[src/rtl/complex_tree_pipe_pkg.sv]
// Shared definitions for the pipelined AND/OR reduction tree: level count
// helper, per-level operator selection and width legality check.
package complex_tree_pipe_pkg;

    typedef enum logic {
        OP_AND = 1'b0,
        OP_OR  = 1'b1
    } op_e;

    // Number of halving levels needed to reduce a width-bit vector to one bit.
    function automatic int tree_levels(input int width);
        int levels;
        levels = 0;
        for (int w = width; w > 1; w = w >> 1) begin
            levels++;
        end
        return levels;
    endfunction

    // Odd levels OR their pairs, even levels AND them.
    function automatic op_e level_op(input int level);
        return (level % 2 == 1) ? OP_OR : OP_AND;
    endfunction

    function automatic bit width_is_legal(input int width);
        return (width >= 2) && (width <= 64) && ((width & (width - 1)) == 0);
    endfunction

endpackage

[src/rtl/complex_tree_pipe_tree_level.sv]
// One registered reduction level: pairs bits 2j/2j+1 with a fixed operator
// and advances its data and valid bit only when the pipeline moves.
module tree_level
    import complex_tree_pipe_pkg::*;
#(
    parameter int  IN_W = 2,
    parameter op_e OP   = OP_OR
) (
    input  logic              clk,
    input  logic              rst,
    input  logic              advance,
    input  logic [IN_W-1:0]   src_data,
    input  logic              src_valid,
    output logic [IN_W/2-1:0] res_data,
    output logic              res_valid
);

    localparam int OUT_W = IN_W / 2;

    logic [OUT_W-1:0] data_reg;
    logic [OUT_W-1:0] data_next;
    logic             valid_reg;

    generate
        for (genvar gi = 0; gi < OUT_W; gi++) begin : g_pair
            if (OP == OP_OR) begin : g_or
                assign data_next[gi] = src_data[2*gi] | src_data[2*gi+1];
            end else begin : g_and
                assign data_next[gi] = src_data[2*gi] & src_data[2*gi+1];
            end
        end
    endgenerate

    always_ff @(posedge clk) begin
        if (rst) begin
            data_reg  <= '0;
            valid_reg <= 1'b0;
        end else if (advance) begin
            data_reg  <= data_next;
            valid_reg <= src_valid;
        end
    end

    assign res_data  = data_reg;
    assign res_valid = valid_reg;

endmodule

[src/rtl/complex_tree_pipe.sv]
// Pipelined bitwise-AND followed by an alternating OR/AND reduction tree,
// with a single global stall and a saturating counter of z=1 results.
module complex_tree_pipe
    import complex_tree_pipe_pkg::*;
#(
    parameter int WIDTH = 8,
    parameter int CNT_W = 16
) (
    input  logic             clk,
    input  logic             rst,
    input  logic [WIDTH-1:0] x,
    input  logic [WIDTH-1:0] y,
    input  logic             in_valid,
    output logic             in_ready,
    output logic             z,
    output logic             out_valid,
    input  logic             out_ready,
    input  logic             hit_clr,
    output logic [CNT_W-1:0] hit_cnt
);

    localparam int L         = tree_levels(WIDTH);
    localparam int TREE_BITS = 2 * WIDTH - 1;

    generate
        if (!width_is_legal(WIDTH)) begin : g_bad_width
            $error("complex_tree_pipe: WIDTH must be a power of two in 2..64");
        end
    endgenerate

    // All levels packed back to back: level k occupies
    // [2*WIDTH - 2*(WIDTH>>k) +: WIDTH>>k], so the final bit is z.
    logic [TREE_BITS-1:0] tree;
    logic [L:0]           stage_valid;
    logic                 advance;

    logic [WIDTH-1:0]     p_reg;
    logic                 p_valid_reg;
    logic [CNT_W-1:0]     hit_cnt_reg;
    logic [CNT_W-1:0]     hit_cnt_next;

    assign advance  = !out_valid || out_ready;
    assign in_ready = advance;

    always_ff @(posedge clk) begin
        if (rst) begin
            p_reg       <= '0;
            p_valid_reg <= 1'b0;
        end else if (advance) begin
            p_reg       <= x & y;
            p_valid_reg <= in_valid;
        end
    end

    assign tree[WIDTH-1:0] = p_reg;
    assign stage_valid[0]  = p_valid_reg;

    generate
        for (genvar gi = 1; gi <= L; gi++) begin : g_level
            localparam int IN_W    = WIDTH >> (gi - 1);
            localparam int IN_OFF  = 2 * WIDTH - 2 * (WIDTH >> (gi - 1));
            localparam int OUT_OFF = 2 * WIDTH - 2 * (WIDTH >> gi);

            tree_level #(
                .IN_W (IN_W),
                .OP   (level_op(gi))
            ) u_level (
                .clk       (clk),
                .rst       (rst),
                .advance   (advance),
                .src_data  (tree[IN_OFF +: IN_W]),
                .src_valid (stage_valid[gi-1]),
                .res_data  (tree[OUT_OFF +: IN_W/2]),
                .res_valid (stage_valid[gi])
            );
        end
    endgenerate

    assign z         = tree[TREE_BITS-1];
    assign out_valid = stage_valid[L];

    always_comb begin
        hit_cnt_next = hit_cnt_reg;
        if (hit_clr) begin
            hit_cnt_next = '0;
        end else if (out_valid && out_ready && z && (hit_cnt_reg != {CNT_W{1'b1}})) begin
            hit_cnt_next = hit_cnt_reg + 1'b1;
        end
    end

    always_ff @(posedge clk) begin
        if (rst) begin
            hit_cnt_reg <= '0;
        end else begin
            hit_cnt_reg <= hit_cnt_next;
        end
    end

    assign hit_cnt = hit_cnt_reg;

endmodule

[config.mk]
export PLATFORM = sky130hd
export DESIGN_NAME = complex_tree_pipe
export DESIGN_NICKNAME = d
export VERILOG_FILES = /design/src/rtl/complex_tree_pipe_pkg.sv /design/src/rtl/complex_tree_pipe_tree_level.sv /design/src/rtl/complex_tree_pipe.sv
export SDC_FILE = /design/constraint.sdc
export NUM_CORES = 1
export LEC_CHECK = 0
export BUFFER_PORTS_ARGS = -buffer_cell sky130_fd_sc_hd__buf_2
export CAP_MARGIN = 25
export CORE_ASPECT_RATIO = 1.5
export CORE_MARGIN = 2
export CORE_UTILIZATION = 50
export CTS_CLUSTER_DIAMETER = 30
export DETAILED_ROUTE_END_ITERATION = 6
export GPL_TIMING_DRIVEN = 0
export PLACE_DENSITY_LB_ADDON = 0.08
export SLEW_MARGIN = 20
export SYNTH_ARGS = -nofsm -noshare
export SYNTH_HDL_FRONTEND = slang
export SYNTH_SLANG_ARGS = --single-unit
[constraint.sdc]
create_clock -name clk -period 2.59 [get_ports clk]
set_input_delay 0.1295 -clock clk [delete_from_list [all_inputs] [get_ports clk]]
set_output_delay 0.1295 -clock clk [all_outputs]
set_load 0.05 [all_outputs]
Word-level counts from Yosys, hierarchy flattened:

Cells that the tools add are included.

* input port bits: 21
* word-level logic and storage cells: 25
* ROM bits: 0
* output and inout port bits: 19
* bits in writable memories: 0
* memories kept: 0
* register bits after elaboration: 35
* latch bits: 0

* magnitude comparators: 0
* muxes and demuxes: 0
* equality and inequality tests: 1
* add/subtract/negate cells: 1
* reductions and logical operators: 6
* shift operators: 0
* $mul: 0
* bitwise operators: 8
* div/mod/pow operators: 0

Operators by type and width (count)
* $add 16x1->16 const B: 1
* $ne 16x16->1 const B: 1
* $and 8x8->8: 1
* $or 1x1->1: 5
* $logic_and 1x1->1: 3
* $and 1x1->1: 2
* $reduce_or 2->1: 1
* $logic_not 1->1: 1
* $logic_or 1x1->1: 1

Logic depth before layout (Yosys ltp):

Gate-level depths: netlist of the first run.

* word-level depth: 3
* mapped depth: 6
* depth with buffers taken out: 5

Hierarchy:

From an unflattened synthesis of the first run, not the netlist that was laid out.

* cells, all modules: 176
* area total of the unflattened synthesis: 1497.7 um2

Modules (own cells, without submodules)
* complex_tree_pipe: sequential area each 500.5 um2, times used 1, cells an instance 138, area an instance 1137.3 um2
* tree_level at g_level[1].u_level: sequential area each 100.1 um2, times used 1, cells an instance 20, area an instance 185.2 um2
* tree_level at g_level[2].u_level: sequential area each 60.1 um2, times used 1, cells an instance 11, area an instance 106.4 um2
* tree_level at g_level[3].u_level: sequential area each 40.0 um2, times used 1, cells an instance 7, area an instance 68.8 um2

Worst setup path before layout of the first run:

No wires, ideal clock.

* path type: reg-to-reg
* from: register hit_cnt_reg[1], in the netlist hit_cnt[1]
* to: register hit_cnt_reg[14], in the netlist hit_cnt[14]
* buffers on the path: 1
* library setup time: 0.070 ns
* period minus slack after synthesis: 2.212 ns
* required time: 2.520 ns
* stages on the path, launching flop included: 7
* arrival: 2.141 ns
* setup slack: 0.378 ns
* cells stage by stage: dfxtp_1 -> ha_1 -> nand4_1 -> or2_0 -> clkbuf_1 -> or4_1 -> a21oi_1

* word-level cells in the longest chain between the ends: 2
* elaborated cells on any way between the ends: 3
* classes of those cells: 1 x add/sub; 1 x eq/ne; 1 x reduce/logical

Ends and longest elaborated chain
* start, declared: line complex_tree_pipe.sv:39 `logic [CNT_W-1:0] hit_cnt_reg;`
* start signal, assigned: line complex_tree_pipe.sv:95 `hit_cnt_reg <= hit_cnt_next;`
* branches (longest 2 deep; another with $add 16x1->16)

Parallel ways; which one is timed is not known.
A chain may end at the register's enable or synchronous reset.

Worst setup path after layout of the first run:

* from: register hit_cnt_reg[8], in the netlist hit_cnt[8]
* to: register hit_cnt_reg[1], in the netlist hit_cnt[1]

* word-level cells in the longest chain between the ends: 2

Ends and longest elaborated chain
* $ne 16x16->1: line complex_tree_pipe.sv:86 `end else if (out_valid && out_ready && z && (hit_cnt_reg != {CNT_W{1'b1}})) begin`
* $logic_and 1x1->1: line complex_tree_pipe.sv:86

No other way between the ends.

==> reports/results.tsv, run 1 <==
stage	metric	value	unit
status	outcome	completed	
setup_path	startpoint type of the worst setup path	register	
synthesis	instance count of the mapped netlist	184	
timing	final critical path time including I/O delays and setup	2160	ps
clock_network	post-CTS repair timing setup buffer count	0	
worst_hold_path	Worst Hold Path Cells	3	
detailed_routing	final wirelength	3650	um
clock_network	clock buffer count from CTS	5	
placed_design	detailed placer's ending HPWL	2730	um
placed_design	RD Place Congestion	0.820	
layout	post-synthesis to final-layout area growth	21.5	%
global_route	number of antenna violations at the first check in global routing	0	
power	switching fraction of total power	22.4	%
die	number of top-level design ports	40	
synthesis	Yosys warning count	0	
detailed_routing	Post-route DRC	0	
power	Internal	761	uW
layout	register area	701	sq um
layout	antenna fix cells	0	
synthesis	fraction of post-synthesis cell area in the top cell type by area	46.3	%
clock_network	clock transition at the registers of the reported paths	70	ps
timing	timing-limited maximum frequency	0.464	GHz
synthesis	number of nets produced by synthesis	206	
power	part of the power in combinational logic	5.1	%
synthesis	Avg Cell Area, Syn	8.22	sq um
detailed_routing	remaining antenna violation count after routing	0	
global_route	gr ovfl total	0	
placed_design	number of port buffers	39	
synthesis	leading cell types by total area after synthesis	sky130_fd_sc_hd__dfxtp_1 46%, sky130_fd_sc_hd__a21oi_1 7.9%, sky130_fd_sc_hd__nand2_1 5.5%	
global_route	largest net degree at the start of global routing	11	
detailed_routing	number of vias per cell	5.60	
timing	total count of max-transition violations in the final report	0	
timing	unrepaired setup endpoints after global routing	no	
synthesis	number of flops mapped to enable cells by yosys	0	
setup_path	Worst Setup End Kind	register	
timing	total count of hold-check failures in the final report	0	
setup_path	internal reg-to-reg setup slack	430	ps
synthesis	share of the yosys chip area belonging to registers	46.3	%
clock_network	maximum buffer depth of the clock tree	2	
placed_design	# placed instances	262	
clock_network	CTS tree	yes	
synthesis	most instantiated flip-flop cell in the synthesis netlist	sky130_fd_sc_hd__dfxtp_1	
layout	ratio of cells with drive above 1 in the final layout	23.4	%
setup_path	FF-to-FF Start	hit_cnt[8]	
die	y dimension of the die	71.4	um
timing	final setup vio count	0	
detailed_routing	detail-routed net length per standard cell	13.5	um
detailed_routing	number of violations reported at the end of detailed-routing iteration 0	20	
clock_network	Gates resized, CTS repair	0	
die	effective utilization at floorplan	52.5	%
timing	transition time at the pin with the least slew margin	900	ps
timing	Max transition margin	39.5	%
worst_hold_path	type of the most critical hold path	input pin to register	
power	Pleak	0.000675	uW
power	VDD IR-drop max	0.439	mV
global_route	number of global-route vias before repair	1463	
timing	share of the clock period used by the worst path after layout	83.2	%
setup_path	worst-case reg-to-reg path depth	5	
synthesis	count of unique library cells instantiated by Yosys	32	
synthesis	post-synthesis sequential element count	35	
setup_path	class of the most critical setup path	register to register	
synthesis	Cell Area, Synth	1510	sq um
synthesis	cell taking the most area after synthesis	sky130_fd_sc_hd__dfxtp_1	
timing	setup clock skew after layout	2.39	ps
power	net switching power	220	uW
layout	number of nets in the finished design	252	
die	Die Span X	48.9	um
layout	Multi-input gate area	757	sq um
die	core area	2880	sq um
layout	Layout fillers	277	
global_route	global router's overall resource usage	23.2	%
setup_path	data required time of the critical path	2780	ps
clock_network	Max H-tree Level	2	
power	power density over the cells	534	nW/um^2
detailed_routing	number of detailed-route iterations in the first pass	4	
global_route	wire length of the first global-routing pass	6280	um
die	die footprint	3490	sq um
clock_network	clk sinks	35	
worst_hold_path	sink of the worst hold path	p_valid_reg	
power	Flop pwr share	56.7	%
clock_network	CTS Hold Buffers Added	0	
power	fraction of power consumed by the clock network	38.2	%
layout	post-route insts no fill	270	
setup_path	highest net fanout along the worst path	10	
worst_hold_path	startpoint of the most critical hold path	in_valid	
synthesis	fraction of registers with async set or reset after synthesis	0	%
timing	Setup TNS Final	0	ps
setup_path	reg-to-reg critical path endpoint	hit_cnt[1]	
power	overall power consumption	981	uW
layout	number of flip-flops under the largest register name	16	
flow_run	Max Cap Viol	0	
clock_network	clock tree root driver cell	sky130_fd_sc_hd__clkbuf_8	
timing	worst setup slack after layout	434	ps
die	cell row count	24	
detailed_routing	via count	1511	
setup_path	arrival time at the worst endpoint	2340	ps
clock_network	clock latency reported for the late side of the worst-skew pair	290	ps
placed_design	pre-CTS WS	466	ps
worst max path at each step:
| stage | from | end | slack, ps | cells after the start |
|---|---|---|---|---|
| final | hit_cnt[8] | hit_cnt[1] | 430 | 5 |
| after global routing | hit_cnt[8] | hit_cnt[1] | 310 | 5 |
| after CTS | hit_cnt[8] | hit_cnt[1] | 440 | 5 |
| after detailed placement | hit_cnt[8] | hit_cnt[1] | 470 | 5 |
| after global placement | hit_cnt[8] | hit_cnt[1] | 520 | 5 |
| after floorplan | hit_cnt[1] | hit_cnt[14] | 380 | 6 |
power by group through the flow:
| stage | logic (uW) | registers (uW) | clock network, uW |
|---|---|---|---|
| 2_1_floorplan | 24.9 | 569 | 0 |
| 3_3_place_gp | 47.9 | 567 | 0 |
| 3_5_place_dp | 50.6 | 568 | 0 |
| 4_1_cts | 51.0 | 556 | 378 |
| 5_1_grt | 57.3 | 556 | 406 |
| 6_report | 50.4 | 556 | 375 |
cell families after synthesis:
group                    Yosys count  share of synthesized area (%)
AO/OA/AOI/OAI                     40                           15.6
multiplexers                       2                           1.32
buffers and inverters             14                           3.64
adder cells (fa/ha/maj)            1                          0.827
flip-flops                        35                           46.3
AND/OR/NAND/NOR                   92                           32.3
area by class of cell:
type | count | area share, %
buffer | 10 | 2.18
clock inverter | 1 | 0.272
clock buffer | 7 | 4.15
tap | 39 | 2.65
multi-input combinational | 135 | 41.2
timing repair buffer | 39 | 10.6
sequential | 35 | 38.1
inverter | 4 | 0.817
per-stage QoR:
| stage | cell area (sq um) | hold WS [ps] | utilization, % |
|---|---|---|---|
| after floorplan | 1510 | 270 | - |
| after global placement | 1760 | 378 | 60.9 |
| after detailed placement | 1760 | 390 | 60.9 |
| after CTS | 1840 | 88.0 | 63.8 |
| after global routing | 1840 | 102 | 63.8 |
| final | 1840 | 83.9 | 63.8 |
critical path, stage by stage (launching register included):
cell                      delay (ps)
sky130_fd_sc_hd__dfxtp_1         430
sky130_fd_sc_hd__nand4_1         280
sky130_fd_sc_hd__nor4_2          740
sky130_fd_sc_hd__buf_2           340
sky130_fd_sc_hd__nor3b_1          70
sky130_fd_sc_hd__o21a_1          190
layout by cell type (no fill, tap or decap), types with 2 or more instances in the layout:
cell	synthesis	routed
sky130_fd_sc_hd__nand2_1	22	22
sky130_fd_sc_hd__nand4_1	6	6
sky130_fd_sc_hd__o31a_1	2	2
sky130_fd_sc_hd__o21a_1	4	4
sky130_fd_sc_hd__dfxtp_1	35	35
sky130_fd_sc_hd__nand3_1	15	15
sky130_fd_sc_hd__nor3_1	11	11
sky130_fd_sc_hd__or4_1	7	7
sky130_fd_sc_hd__or2_2	4	4
sky130_fd_sc_hd__clkbuf_1	5	7
sky130_fd_sc_hd__buf_1	3	3
sky130_fd_sc_hd__nor2_1	10	10
sky130_fd_sc_hd__o31ai_1	7	7
sky130_fd_sc_hd__o21ai_0	3	3
sky130_fd_sc_hd__mux2i_1	2	2
sky130_fd_sc_hd__or3_1	4	4
sky130_fd_sc_hd__inv_1	3	3
sky130_fd_sc_hd__clkbuf_8	0	5
sky130_fd_sc_hd__buf_2	1	40
sky130_fd_sc_hd__nor4_1	4	4
sky130_fd_sc_hd__a21oi_1	24	24
cells in the mapped netlist (2+ instances only):
| master | n |
|---|---|
| sky130_fd_sc_hd__inv_1 | 3 |
| sky130_fd_sc_hd__or3_1 | 4 |
| sky130_fd_sc_hd__or2_2 | 4 |
| sky130_fd_sc_hd__or4_1 | 7 |
| sky130_fd_sc_hd__nor3_1 | 11 |
| sky130_fd_sc_hd__nor4_1 | 4 |
| sky130_fd_sc_hd__o21ai_0 | 3 |
| sky130_fd_sc_hd__mux2i_1 | 2 |
| sky130_fd_sc_hd__clkbuf_1 | 5 |
| sky130_fd_sc_hd__a21oi_1 | 24 |
| sky130_fd_sc_hd__dfxtp_1 | 35 |
| sky130_fd_sc_hd__nand3_1 | 15 |
| sky130_fd_sc_hd__o21a_1 | 4 |
| sky130_fd_sc_hd__o31ai_1 | 7 |
| sky130_fd_sc_hd__nand4_1 | 6 |
| sky130_fd_sc_hd__o31a_1 | 2 |
| sky130_fd_sc_hd__nor2_1 | 10 |
| sky130_fd_sc_hd__nand2_1 | 22 |
| sky130_fd_sc_hd__buf_1 | 3 |
routing by layer:
metal | track usage (%) | share of wire [%]
met4 | 9.84 | 2.1
met3 | 6.46 | 4.5
met5 | 0 | 0
met1 | 21.2 | 37
met2 | 46.4 | 57
Note: power is estimated with default switching activity, not from simulation.
==> run 2: changes to the inputs <==
==> constraint.sdc (replaced) <==
create_clock -name clk -period 2 [get_ports clk]
set_input_delay 0.1 -clock clk [delete_from_list [all_inputs] [get_ports clk]]
set_output_delay 0.1 -clock clk [all_outputs]
set_load 0.05 [all_outputs]
==> run 2 against run 1 <==
Compared with the run above:
- hold slack lost 23 ps
- utilization up 1.9 points
- first-iteration DRC count is 20% higher
- worst setup slack got worse by 290 ps
- cell count grew 1.1%
- critical path depth grew 1
- clock power is 29% higher
- register-to-register slack got worse by 290 ps
- non-clock buffer count is 3 higher
- sequential share of layout area fell by 0.18 points
- critical endpoint is now hit_cnt[8]
==> reports/results.tsv, run 2 (synthesized netlist as in run 1, its figures left out) <==
stage	metric	value	unit	change
timing	worst setup slack after layout	141	ps	-294 ps
detailed_routing	remaining antenna violation count after routing	0		unchanged
clock_network	CTS Hold Buffers Added	0		unchanged
timing	total count of hold-check failures in the final report	0		unchanged
timing	timing-limited maximum frequency	0.538	GHz	+16%
layout	commonest cells after routing, fill and taps aside	40 x sky130_fd_sc_hd__buf_2, 24 x sky130_fd_sc_hd__a21oi_1, 22 x sky130_fd_sc_hd__nand2_1, 21 x sky130_fd_sc_hd__dfxtp_1, 15 x sky130_fd_sc_hd__nand3_1		
setup_path	data required time of the critical path	2210	ps	-570 ps
setup_path	arrival time at the worst endpoint	2070	ps	-270 ps
die	cell row count	24		unchanged
layout	ratio of cells with drive above 1 in the final layout	30.8	%	+7.4 points
status	outcome	completed		
layout	antenna fix cells	0		unchanged
setup_path	highest net fanout along the worst path	7		-3
timing	Setup TNS Final	0	ps	unchanged
clock_network	maximum buffer depth of the clock tree	2		unchanged
placed_design	detailed placer's ending HPWL	2720	um	-0.66%
detailed_routing	number of detailed-route iterations in the first pass	4		unchanged
die	Die Span X	48.9	um	unchanged
detailed_routing	via count	1545		+2.3%
timing	total count of max-transition violations in the final report	0		unchanged
layout	register area	718	sq um	+2.5%
power	VDD IR-drop max	0.530	mV	+21%
power	power density over the cells	670	nW/um^2	+25%
die	core area	2880	sq um	unchanged
layout	Multi-input gate area	772	sq um	+2.0%
timing	final critical path time including I/O delays and setup	1860	ps	-296 ps
timing	share of the clock period used by the worst path after layout	93.0	%	+9.7 points
setup_path	Worst Setup End Kind	register		
placed_design	number of port buffers	39		unchanged
timing	transition time at the pin with the least slew margin	562	ps	-337 ps
global_route	gr ovfl total	0		unchanged
timing	unrepaired setup endpoints after global routing	no		
clock_network	clock transition at the registers of the reported paths	70	ps	about the same
die	number of top-level design ports	40		unchanged
layout	number of nets in the finished design	255		+1.2%
global_route	largest net degree at the start of global routing	11		unchanged
detailed_routing	number of vias per cell	5.66		+1.1%
placed_design	RD Place Congestion	0.806		-1.6%
setup_path	startpoint type of the worst setup path	register		
detailed_routing	number of violations reported at the end of detailed-routing iteration 0	24		+20%
detailed_routing	top metal layer carrying routed signals	met4		
layout	number of flip-flops under the largest register name	16		unchanged
timing	worst hold slack across all endpoints	60.9	ps	-22.9 ps
flow_run	Max Cap Viol	0		unchanged
die	effective utilization at floorplan	52.5	%	unchanged
timing	setup clock skew after layout	6.24	ps	+3.85 ps
clock_network	clock latency reported for the late side of the worst-skew pair	280	ps	about the same
detailed_routing	detail-routed net length per standard cell	13.1	um	-3.3%
global_route	global router's overall resource usage	22.9	%	-0.26 points
detailed_routing	final wirelength	3560	um	-2.2%
setup_path	class of the most critical setup path	register to register		
layout	post-synthesis to final-layout area growth	25.1	%	
die	die footprint	3490	sq um	unchanged
clock_network	Max H-tree Level	2		unchanged
placed_design	pre-CTS WS	-77.5	ps	-543 ps
worst_hold_path	type of the most critical hold path	input pin to register		
timing	final setup vio count	0		unchanged
clock_network	CTS tree	yes		
global_route	number of global-route vias before repair	1511		+3.3%
die	y dimension of the die	71.4	um	unchanged
clock_network	clock tree root driver cell	sky130_fd_sc_hd__clkbuf_8		
global_route	number of antenna violations at the first check in global routing	0		unchanged
layout	Layout fillers	274		-1.1%
timing	Max transition margin	62.2	%	+23 points
detailed_routing	Post-route DRC	0		unchanged
clock_network	clk sinks	35		unchanged
power	Pleak	0.000715	uW	+5.8%
clock_network	clock buffer count from CTS	5		unchanged
layout	leading cell type in the layout, fill and taps excluded	sky130_fd_sc_hd__buf_2		
global_route	wire length of the first global-routing pass	6280	um	unchanged
detailed_routing	routed wire length on met2	1950	um	-5.2%
detailed_routing	Met1 Wirelength	1350	um	+0.97%
detailed_routing	detailed-routed wire length on met3	159	um	-3.6%
-- run 2: where the power goes --
part	switching, uW	leakage [uW]	internal [uW]
registers	7.64	0.000292	712
clock network	240	0.0000422	244
logic	35.3	0.000381	29.0
-- run 2: final cells by class --
type | instances | share of cell area [%]
multi-input combinational | 135 | 40.8
clock inverter | 1 | 0.264
sequential | 35 | 37.9
timing repair buffer | 42 | 11.5
clock buffer | 7 | 4.03
buffer | 10 | 2.11
tap | 39 | 2.58
inverter | 4 | 0.793
-- run 2: final timing paths --
| kind | startpoint | end | slack (ps) | cells after the start |
|---|---|---|---|---|
| min | in_valid | p_valid_reg | 60 | 3 |
| max | hit_cnt[0] | hit_cnt[8] | 140 | 6 |
| min reg2reg | p_reg[7] | p_reg[7] | 450 | 2 |
| max reg2reg | hit_cnt[0] | hit_cnt[8] | 140 | 6 |
-- run 2: worst max-delay path, cell delays in order, from the launching register on --
cell and delay [ps]:
sky130_fd_sc_hd__dfxtp_2 380, sky130_fd_sc_hd__ha_1 230, sky130_fd_sc_hd__nand4_1 140, sky130_fd_sc_hd__or2_0 220
sky130_fd_sc_hd__clkbuf_1 160, sky130_fd_sc_hd__or4_1 520, sky130_fd_sc_hd__a21oi_1 140
-- run 2: what timing repair did --
item / in CTS / in global routing
setup buffers: 1 / 2
resized for setup: 1 / 1
pin swaps: 1 / 1
endpoints found under the setup margin: 11 / 12
-- run 2: stage by stage --
| stage | cells | util [%] | total power, uW | cell area, sq um |
|---|---|---|---|---|
| 2_1_floorplan | 184 | - | 769 | 1530 |
| 3_3_place_gp | 262 | 61.5 | 797 | 1770 |
| 3_5_place_dp | 262 | 61.5 | 800 | 1770 |
| 4_1_cts | 271 | 64.9 | 1280 | 1870 |
| 5_1_grt | 273 | 65.7 | 1320 | 1890 |
| 6_report | 273 | 65.7 | 1270 | 1890 |
-- run 2: layer usage --
layer	vias to the layer above	global-route usage (%)
met1	714	22.0
met2	52	45.4
li1	769	-
met3	10	4.58
met4	0	11.1
met5	-	0
==> run 3: changes to the inputs <==
--- a/config.mk
+++ b/config.mk
@@ -9,7 +9,7 @@
 export CAP_MARGIN = 25
 export CORE_ASPECT_RATIO = 1.5
 export CORE_MARGIN = 2
-export CORE_UTILIZATION = 50
+export CORE_UTILIZATION = 39
 export CTS_CLUSTER_DIAMETER = 30
 export DETAILED_ROUTE_END_ITERATION = 6
 export GPL_TIMING_DRIVEN = 0
@@ -17,4 +17,5 @@
 export SLEW_MARGIN = 20
 export SYNTH_ARGS = -nofsm -noshare
 export SYNTH_HDL_FRONTEND = slang
+export SYNTH_HIERARCHICAL = 1
 export SYNTH_SLANG_ARGS = --single-unit
==> run 3 against run 2 <==
Compared with the run above:
- utilization decreased by 15 points
- area after synthesis shrank 0.99%
- total power rose by 2.0%
- count of clock-buffer cells in the layout shrank 1
- hold slack lost 5.9 ps
- sequential share of layout area rose by 0.062 points
- sequential power about the same
- critical path depth decreased by 1
- register-to-register slack worse by 50 ps
- routed wire length fell by 0.25%
- die area is 25% higher
- fmax shrank 2.7%
- largest cell class unchanged
==> reports/results.tsv, run 3 <==
stage	metric	value	unit	change
synthesis	multiplexer share of the synthesized area	2.01	%	+0.68 points
power	fraction of power consumed by the clock network	39.8	%	+1.6 points
power	Internal	1010	uW	+2.5%
synthesis	fraction of post-synthesis cell area in the top cell type by area	46.8	%	+0.46 points
timing	setup clock skew after layout	2.12	ps	-4.11 ps
setup_path	CP peak stage delay	500	ps	-20 ps
worst_hold_path	Worst Hold Path Cells	3		unchanged
setup_path	arrival time at the worst endpoint	2130	ps	+60 ps
power	VDD IR-drop max	0.463	mV	-13%
synthesis	share of the yosys chip area belonging to registers	46.8	%	+0.46 points
clock_network	clock latency reported for the late side of the worst-skew pair	280	ps	about the same
synthesis	most common cell in the netlist	sky130_fd_sc_hd__dfxtp_1		
detailed_routing	number of vias per cell	5.58		-1.4%
synthesis	number of nets produced by synthesis	198		-3.9%
die	number of top-level design ports	40		unchanged
detailed_routing	number of detailed-route iterations in the first pass	4		unchanged
detailed_routing	number of violations reported at the end of detailed-routing iteration 0	33		+38%
timing	worst setup slack after layout	88.3	ps	-52.5 ps
setup_path	family of cells with the greatest summed delay on the critical path	simple AND/OR/NAND/NOR gates		
timing	Max transition margin	66.2	%	+4.0 points
setup_path	Worst Setup End Kind	register		
layout	ratio of cells with drive above 1 in the final layout	30.0	%	-0.72 points
setup_path	critical path, cell by cell	ha_2 -> nand4_1 -> or2_4 -> or4_1 -> a21oi_1		
die	core area	3680	sq um	+28%
clock_network	clock buffer count from CTS	5		unchanged
synthesis	share of the synthesized area in compound gates (AO/OA/AOI/OAI)	18.5	%	+3.0 points
layout	post-synthesis to final-layout area growth	25.3	%	
power	net switching power	283	uW	+0.28%
placed_design	RD Place Congestion	0.758		-5.9%
synthesis	commonest cells in the netlist	35 x sky130_fd_sc_hd__dfxtp_1, 22 x sky130_fd_sc_hd__a21oi_1, 19 x sky130_fd_sc_hd__nand3_1, 16 x sky130_fd_sc_hd__nor2_1, 14 x sky130_fd_sc_hd__nand2_1		
power	part of the power in combinational logic	4.6	%	-0.5 points
timing	transition time at the pin with the least slew margin	503	ps	-59.8 ps
synthesis	most instantiated flip-flop cell in the synthesis netlist	sky130_fd_sc_hd__dfxtp_1		
setup_path	highest net fanout along the worst path	9		+2
layout	leading cell type in the layout, fill and taps excluded	sky130_fd_sc_hd__buf_2		
global_route	largest net degree at the start of global routing	20		+9
setup_path	FF-to-FF Start	hit_cnt[0]		
flow_run	Max Cap Viol	0		unchanged
synthesis	main combinational cell family by area after synthesis	simple AND/OR/NAND/NOR gates		
global_route	number of antenna violations at the first check in global routing	0		unchanged
timing	Setup TNS Final	0	ps	unchanged
die	cell row count	27		+13%
synthesis	cell taking the most area after synthesis	sky130_fd_sc_hd__dfxtp_1		
worst_hold_path	startpoint of the most critical hold path	in_valid		
power	overall power consumption	1290	uW	+2.0%
layout	number of nets in the finished design	245		-3.9%
clock_network	clock transition at the registers of the reported paths	70	ps	about the same
power	Flop pwr share	55.6	%	-1.2 points
detailed_routing	via count	1484		-3.9%
synthesis	count of unique library cells instantiated by Yosys	35		+9.4%
timing	share of the clock period used by the worst path after layout	95.6	%	+2.6 points
status	outcome	completed		
clock_network	CTS Hold Buffers Added	0		unchanged
synthesis	leading cell types by total area after synthesis	sky130_fd_sc_hd__dfxtp_1 47%, sky130_fd_sc_hd__a21oi_1 7.4%, sky130_fd_sc_hd__nand3_1 6.3%		
layout	number of flip-flops under the largest register name	16		unchanged
layout	Layout fillers	376		+37%
synthesis	Yosys warning count	6		+6
synthesis	fraction of registers with async set or reset after synthesis	0	%	unchanged
synthesis	instance count of the mapped netlist	176		-4.3%
setup_path	startpoint type of the worst setup path	register		
layout	post-route insts no fill	266		-2.6%
global_route	gr ovfl total	0		unchanged
timing	total count of hold-check failures in the final report	0		unchanged
timing	final setup vio count	0		unchanged
placed_design	detailed placer's ending HPWL	2670	um	-1.5%
synthesis	number of flops mapped to enable cells by yosys	0		unchanged
detailed_routing	remaining antenna violation count after routing	0		unchanged
global_route	number of global-route vias before repair	1391		-7.9%
detailed_routing	Post-route DRC	0		unchanged
power	switching fraction of total power	21.9	%	-0.37 points
placed_design	pre-CTS WS	30.2	ps	+108 ps
synthesis	simple-gate share of the synthesized area	28.7	%	-3.6 points
timing	final critical path time including I/O delays and setup	1910	ps	+52.5 ps
global_route	global router's overall resource usage	18.8	%	-4.1 points
clock_network	clock tree root driver cell	sky130_fd_sc_hd__clkbuf_8		
power	power density over the cells	689	nW/um^2	+2.9%
die	Die Span X	54.6	um	+12%
clock_network	maximum buffer depth of the clock tree	2		unchanged
clock_network	clk sinks	35		unchanged
power	Pleak	0.000729	uW	+2.0%
synthesis	post-synthesis sequential element count	35		unchanged
placed_design	# placed instances	258		-1.5%
timing	total count of max-transition violations in the final report	0		unchanged
clock_network	CTS tree	yes		
detailed_routing	final wirelength	3550	um	-0.25%
worst_hold_path	type of the most critical hold path	input pin to register		
placed_design	number of port buffers	39		unchanged
synthesis	adder and majority cell fraction of the synthesized area	0.835	%	+0.0083 points
timing	timing-limited maximum frequency	0.523	GHz	-2.7%
synthesis	Avg Cell Area, Syn	8.51	sq um	+3.5%
setup_path	worst-case reg-to-reg path depth	5		-1
die	effective utilization at floorplan	40.7	%	-12 points
detailed_routing	detail-routed net length per standard cell	13.4	um	+2.4%
layout	commonest cells after routing, fill and taps aside	39 x sky130_fd_sc_hd__buf_2, 25 x sky130_fd_sc_hd__dfxtp_1, 22 x sky130_fd_sc_hd__a21oi_1, 19 x sky130_fd_sc_hd__nand3_1, 16 x sky130_fd_sc_hd__nor2_1		
layout	antenna fix cells	0		unchanged
die	die footprint	4360	sq um	+25%
clock_network	Max H-tree Level	2		unchanged
setup_path	logic depth of the worst setup path including buffers	5		-1
synthesis	Cell Area, Synth	1500	sq um	-0.99%
global_route	wire length of the first global-routing pass	6070	um	-3.3%
setup_path	internal reg-to-reg setup slack	90	ps	-50 ps
setup_path	Critical Path Slowest Stage Cell	sky130_fd_sc_hd__or4_1		
setup_path	data required time of the critical path	2220	ps	about the same
setup_path	class of the most critical setup path	register to register		
synthesis	post-synthesis share of cell area spent on xor and xnor gates	0	%	unchanged
die	y dimension of the die	79.9	um	+12%
setup_path	number of buffers and inverters on the critical path	0		-1
setup_path	CP Launch Point	hit_cnt[0]		
-- run 3: cell types whose count changed in the layout (fill, tap and decap cells not counted), moves of 3 or more --
cell                       change
sky130_fd_sc_hd__o21a_1        -3
sky130_fd_sc_hd__nor2_1        +6
sky130_fd_sc_hd__dfxtp_2       -4
sky130_fd_sc_hd__a211oi_1      +7
sky130_fd_sc_hd__o21ai_0       +3
sky130_fd_sc_hd__nand2_1       -8
sky130_fd_sc_hd__clkbuf_1      -3
sky130_fd_sc_hd__nand3_1       +4
sky130_fd_sc_hd__nor3_1        -8
sky130_fd_sc_hd__dfxtp_1       +4
sky130_fd_sc_hd__or2_2         -3
sky130_fd_sc_hd__or3_1         +3
-- run 3: kinds of logic (layout without fill, tap and decap cells) --
| family | count (synthesis) | in the layout |
|---|---|---|
| AND/OR/NAND/NOR | 81 | 81 |
| AO/OA/AOI/OAI | 46 | 46 |
| flip-flops | 35 | 35 |
| buffers and inverters | 10 | 57 |
| multiplexers | 3 | 3 |
| adder cells (fa/ha/maj) | 1 | 1 |
-- run 3: per-stage QoR --
| step | util, % | area, sq um | hold WS [ps] |
|---|---|---|---|
| 6_report | 51.0 | 1880 | 55.1 |
| 4_1_cts | 50.2 | 1850 | 50.5 |
| 5_1_grt | 51.0 | 1880 | 57.8 |
| 2_1_floorplan | - | 1510 | 165 |
| 3_5_place_dp | 47.8 | 1760 | 355 |
| 3_3_place_gp | 47.8 | 1760 | 350 |
-- run 3: power groups by stage --
stage / registers, uW / clock network (uW) / logic (uW)
finish: 719 / 514 / 59.0
global route: 721 / 554 / 67.3
floorplan: 735 / 0 / 27.9
detailed placement: 735 / 0 / 59.9
global placement: 735 / 0 / 57.9
CTS: 719 / 529 / 60.1
-- run 3: per-layer routing --
layer	track usage [%]	share of wire (%)	up-vias	routed length, um
met4	7.75	1.9	0	68
met2	32.3	54	43	1920
met5	0	0	-	0
met3	4.87	5.4	8	191
li1	-	-	749	-
met1	21.0	39	684	1370
-- run 3: cell type report --
class / count / area [sq um] / share of cell area, %
multi-input combinational: 131 / 771 / 41.1
sequential: 35 / 713 / 38.0
clock inverter: 1 / 5.00 / 0.267
clock buffer: 6 / 82.6 / 4.40
tap: 43 / 53.8 / 2.87
inverter: 3 / 11.3 / 0.600
timing repair buffer: 40 / 203 / 10.8
buffer: 7 / 37.5 / 2.00
-- run 3: worst reg2reg max path, cell delays in order (launching register included) --
cell and delay, ps:
sky130_fd_sc_hd__dfxtp_2 420, sky130_fd_sc_hd__ha_2 260, sky130_fd_sc_hd__nand4_1 210, sky130_fd_sc_hd__or2_4 320, sky130_fd_sc_hd__or4_1 500, sky130_fd_sc_hd__a21oi_1 140
-- run 3: final timing paths --
kind | end
min reg2reg | p_reg[2]
max reg2reg | hit_cnt[10]
min | p_valid_reg
max | hit_cnt[10]
-- run 3: what timing repair did --
action,in CTS,in global routing
endpoints found under the setup margin,0,13
resized for setup,0,6
setup buffers,0,1
hold endpoints to repair,0,0
